File: config.mk
export PLATFORM = sky130hd
export DESIGN_NAME = hamming_enc_pipe
export DESIGN_NICKNAME = d
export VERILOG_FILES = /design/src/rtl/hamming_enc_pipe.sv
export SDC_FILE = /design/constraint.sdc
export NUM_CORES = 1
export LEC_CHECK = 0
export ABC_AREA = 1
export CORE_MARGIN = 2
export CORE_UTILIZATION = 38
export CTS_CLUSTER_DIAMETER = 50
export DETAILED_ROUTE_END_ITERATION = 8
export GPL_TIMING_DRIVEN = 1
export PLACE_DENSITY = 0.61
export SYNTH_ARGS = -nofsm -noshare
export SYNTH_HDL_FRONTEND = slang
export SYNTH_SLANG_ARGS = --single-unit
File: constraint.sdc
create_clock -name clk -period 3.54 [get_ports clk]
set_input_delay 0.531 -clock clk [delete_from_list [all_inputs] [get_ports clk]]
set_output_delay 0.531 -clock clk [all_outputs]
set_load 0.01 [all_outputs]
File: src/rtl/hamming_enc_pipe.sv
// -----------------------------------------------------------------------------
// hamming_enc_pipe
//
// Parametrised two-stage pipelined Hamming SEC encoder with valid/ready
// handshakes on both sides and a free-running count of emitted codewords.
//
// Codeword layout (shared with the decoder): 1-based position j = index+1.
// Power-of-two positions carry parity; all other positions carry data in
// ascending order, in_data[0] at index 2. Parity at 2^k is even parity over
// every data position whose position number has bit k set.
//
// Compile-time option: HAM_ENC_SECDED_EN
//    defined   : one extra MSB holds even parity over all other codeword bits
//                (SECDED); computed alongside the SEC bits, latency unchanged.
//    undefined : plain SEC codeword, ENC_W = DATA_W + PAR_W.
//
// Ports
//    clk        in   1       clock, rising edge
//    rst        in   1       asynchronous active-high reset
//    in_data    in   DATA_W  payload word
//    in_valid   in   1       payload valid
//    in_ready   out  1       encoder accepts a payload this cycle
//    out_data   out  ENC_W   encoded codeword (reads 0 after reset)
//    out_valid  out  1       codeword valid
//    out_ready  in   1       sink accepts the codeword this cycle
//    word_cnt   out  CNT_W   count of output handshakes, wraps silently
// -----------------------------------------------------------------------------
module hamming_enc_pipe #(
   parameter int DATA_W = 32,
   parameter int CNT_W  = 16,
   // Smallest P with 2^P >= DATA_W + P + 1.
   localparam int PAR_W = $clog2(DATA_W + $clog2(DATA_W) + 1),
`ifdef HAM_ENC_SECDED_EN
   localparam int ENC_W = DATA_W + PAR_W + 1
`else
   localparam int ENC_W = DATA_W + PAR_W
`endif
) (
   input  logic              clk,
   input  logic              rst,
   input  logic [DATA_W-1:0] in_data,
   input  logic              in_valid,
   output logic              in_ready,
   output logic [ENC_W-1:0]  out_data,
   output logic              out_valid,
   input  logic              out_ready,
   output logic [CNT_W-1:0]  word_cnt
);

   localparam int HAM_W = DATA_W + PAR_W;

   // Elaboration-time helpers for building the position map.
   function automatic bit is_pow2(input int j);
      return (j & (j - 1)) == 0;
   endfunction

   function automatic int log2_floor(input int j);
      int r;
      r = 0;
      for (int b = 0; b < 31; b++)
         if (((j >> b) & 1) != 0) r = b;
      return r;
   endfunction

   // Data bit index carried at position j (number of data slots below j).
   function automatic int data_idx(input int j);
      int n;
      n = 0;
      for (int i = 1; i < j; i++)
         if (!is_pow2(i)) n++;
      return n;
   endfunction

   // Coverage mask of parity bit 2^k: data positions with bit k set.
   function automatic logic [HAM_W-1:0] par_mask(input int k);
      logic [HAM_W-1:0] m;
      m = '0;
      for (int j = 1; j <= HAM_W; j++)
         if (!is_pow2(j) && (((j >> k) & 1) != 0)) m[j-1] = 1'b1;
      return m;
   endfunction

   logic              s1_valid;
   logic              s2_valid;
   logic [DATA_W-1:0] s1_data;
   logic              s2_ready;
   logic [HAM_W-1:0]  ham_data;
   logic [HAM_W-1:0]  ham_cw;
   logic [PAR_W-1:0]  par;
   logic [ENC_W-1:0]  enc_cw;

   // ---------------------------------------------------------------- encode
   // ham_data has the payload scattered into its slots with parity slots
   // zero; parity is reduced from it so ham_cw never feeds back into itself.
   for (genvar j = 1; j <= HAM_W; j++) begin : g_pos
      if (is_pow2(j)) begin : g_par_slot
         assign ham_data[j-1] = 1'b0;
         assign ham_cw[j-1]   = par[log2_floor(j)];
      end else begin : g_data_slot
         assign ham_data[j-1] = s1_data[data_idx(j)];
         assign ham_cw[j-1]   = ham_data[j-1];
      end
   end

   for (genvar k = 0; k < PAR_W; k++) begin : g_par
      localparam logic [HAM_W-1:0] MASK = par_mask(k);
      assign par[k] = ^(ham_data & MASK);
   end

`ifdef HAM_ENC_SECDED_EN
   assign enc_cw = {^ham_cw, ham_cw};
`else
   assign enc_cw = ham_cw;
`endif

   // -------------------------------------------------------------- pipeline
   assign s2_ready  = !s2_valid || out_ready;
   assign in_ready  = !s1_valid || s2_ready;
   assign out_valid = s2_valid;

   always_ff @(posedge clk or posedge rst) begin
      if (rst) begin
         s1_valid <= 1'b0;
         s2_valid <= 1'b0;
         out_data <= '0;
         word_cnt <= '0;
      end else begin
         if (in_ready) s1_valid <= in_valid;
         if (s2_ready) begin
            s2_valid <= s1_valid;
            // Hold the last codeword when S2 drains so out_data only ever
            // shows 0 or a genuine codeword.
            if (s1_valid) out_data <= enc_cw;
         end
         if (s2_valid && out_ready) word_cnt <= word_cnt + 1'b1;
      end
   end

   // Payload register needs no reset; its content is qualified by s1_valid.
   always_ff @(posedge clk) begin
      if (in_valid && in_ready) s1_data <= in_data;
   end

endmodule

==> flow_metrics.py <==
metrics = {
    "run_status": {
        "status": "completed",
    },
    "place": {
        "dp_worst_setup_slack_ns": 1.25,
        "placement.io_buffers": 91,
        "placed_cells": 782,
        "hpwlAfterDp_um": 7290,
        "globalplace.congestion": 0.792,
    },
    "clock_tree": {
        "cts_resized": 0,
        "cts_tree": "done",
        "cts.sink_count": 88,
        "cts.path.max_buffers": 2,
        "clk_pin_slew_ns": 0.06,
        "cts_made_buffers": 9,
        "hold_buffers": 0,
        "postCtsSetupBuffers": 0,
        "clockRootBuffer": "clkbuf_16",
        "insertion_delay_ns": 0.34,
        "htreeDepth": 3,
    },
    "cells_and_area": {
        "fillers": 1073,
        "synthToLayoutAreaGrowth_pct": 31.6,
        "seqCellArea_um2": 2360,
        "layout.cells.non_filler": 798,
        "fin_nets": 687,
        "diodes": 0,
        "multiInputGateArea_um2": 1840,
        "layout-drive-gt1-share_pct": 5.19,
    },
    "logic_synthesis": {
        "syn_inst": 555,
        "synth.most_common_cell": "nand2_1",
        "ys_ff_latch": 88,
        "async_flop_share_pct": 63.6,
        "yosys.area_share.simple_pct": 30.0,
        "yosys.area.top_type_share_pct": 31.5,
        "ys_seq_area_share_pct": 53.1,
        "synth_compound_area_share_pct": 4.05,
        "ys_top_cells_by_area": "dfrtp_1 31%, nand2_1 23%, edfxtp_1 22%",
        "synthTopCellsByCount": "277 x nand2_1, 56 x dfrtp_1, 54 x inv_1, 32 x edfxtp_1, 31 x o21ai_0",
        "synth_xor_area_share_pct": 6.89,
        "synth_top_family_by_area": "simple AND/OR/NAND/NOR gates",
        "yosys_warnings": 0,
        "synth_edf_count": 32,
        "yosys.area.top_type": "dfrtp_1",
        "netlist_area_um2": 4450,
        "muxShareOfSynthArea_pct": 0,
        "avgSynthCellArea_um2": 8.02,
        "synthAdderAreaFrac_pct": 0.281,
        "synth_cell_type_count": 24,
        "synth_nets": 592,
        "ys.flop_type": "dfrtp_1",
    },
    "global_routing": {
        "grt_usage_pct": 16.4,
        "grt_pass1_vias": 3577,
        "antenna_found_initial": 0,
        "grt-ovfl-total": 0,
        "grt_pass1_wl_um": 16400,
        "grt_max_degree": 57,
    },
    "power": {
        "vdd_ir_drop_max_uv": 279,
        "p_per_area_nw_per_um2": 578,
        "power.total_mw": 3.38,
        "p_leak_nw": 2.89,
    },
    "timing": {
        "max_freq_mhz": 436,
        "layout_setup_ws_ns": 1.25,
        "setup_viol": 0,
        "rsz0062_at_grt": "false",
        "skew_ns": 0.00460,
        "relSlewSlack_pct": 71.8,
        "maxSlewViolCount": 0,
        "finalSetupTns_ns": 0,
        "fin_crit_sh_pct": 64.8,
        "tightest_slew_ns": 0.422,
        "min_period_ns": 2.29,
        "hold_viol_final": 0,
    },
    "detailed_routing": {
        "vias": 3690,
        "avgViaCountPerCell": 4.62,
        "drt-initial-drc-count": 175,
        "ant_nets": 0,
        "wire_per_inst_um": 12.3,
        "route.detailed.drc": 0,
        "wirelength_um": 9800,
        "first_pass_iters": 4,
    },
    "worst_setup_path": {
        "required_ns": 3.01,
        "crit_chain": "clkdlybuf4s50_1 > inv_1 > nand3_1 > clkdlybuf4s50_1",
        "crit_slowest_cell": "clkdlybuf4s50_1",
        "path_max_fanout": 3,
        "arrival_ns": 1.76,
        "path_class": "in2out",
        "cpPeakStageDelay_ns": 0.56,
        "crit_family": "buffers and inverters",
        "cpMostUsedCell": "clkdlybuf4s50_1",
        "path_buf_inv": 3,
        "cp-end-kind": "primary output",
        "start_kind": "input port",
    },
    "die": {
        "die_h_um": 112,
        "core_area_um2": 11400,
        "die_area_um2": 12600,
        "initial_utilization_pct": 39.0,
        "row_count": 39,
        "die_x_um": 112,
        "pin_count": 92,
    },
    "hold_path": {
        "hold_class": "reg2reg",
    },
    "job": {
        "cap_violations": 0,
    },
}
where the power goes:
part / switching [mW] / internal, mW / leakage (nW) / total, mW
sequential: 0.154 / 1.25 / 1.01 / 1.41
clock: 0.401 / 0.618 / 0.152 / 1.02
combinational: 0.474 / 0.481 / 1.73 / 0.955
per-stage QoR:
stage	hold slack [ns]	util (%)	cell area, µm²
final	0.481	51.3	5850
after global routing	0.503	51.3	5850
after CTS	0.478	51.3	5850
after detailed placement	0.465	48.5	5530
after global placement	0.464	48.5	5530
after floorplan	0.507	-	4450
logic make-up (layout without fill, tap and decap cells):
| group | Yosys count | after routing |
|---|---|---|
| adder cells (fa/ha/maj) | 1 | 1 |
| AND/OR/NAND/NOR | 330 | 330 |
| XOR/XNOR | 35 | 35 |
| buffers and inverters | 66 | 166 |
| AO/OA/AOI/OAI | 35 | 35 |
| flip-flops | 88 | 88 |
cells in the final DEF, fill, tap and decap left out, drive strengths merged:
cell type,n
nand2,280
clkdlybuf4s50,91
inv,57
dfrtp,56
edfxtp,32
o21ai,32
nand3,24
xnor2,20
nor2,20
xor2,15
clkbuf,9
nand3b,4
buf,3
nand4,2
bufinv,2
clkinvlp,2
clkinv,2
a31o,1
o22ai,1
a21oi,1
ha,1
final cells by class:
cell class	instances	area share, %
Clock buffer	9	3.85
Clock inverter	7	1.62
Inverter	56	3.59
Multi-Input combinational cell	401	31.4
Sequential cell	88	40.4
Tap cell	143	3.06
Timing Repair Buffer	94	16.2
path summary, 6_finish.rpt:
kind | depth (start not counted) | slack (ns) | to | from
max | 4 | 1.25 | in_ready | out_ready
min | 1 | 0.48 | word_cnt[15] | word_cnt[15]
max reg2reg | 10 | 1.93 | word_cnt[14] | word_cnt[0]
min reg2reg | 1 | 0.48 | word_cnt[15] | word_cnt[15]
max in group asynchronous | 3 | 2.71 | out_data[21] | rst
min in group asynchronous | 3 | 0.57 | word_cnt[15] | rst
sequential cells by signal, indices dropped and copies added (netlist names):
| signal | flops |
|---|---|
| s1_data | 32 |
| s1_valid | 1 |
| out_valid | 1 |
| word_cnt | 16 |
| out_data | 38 |
layer usage:
layer,vias up,global-route usage (%),routed length [µm]
met5,-,0,0
met4,0,8.46,209
met3,14,3.67,517
met2,92,26.3,4480
met1,1678,20.9,4590
li1,1906,-,-
(Power assumes the default switching activity.)
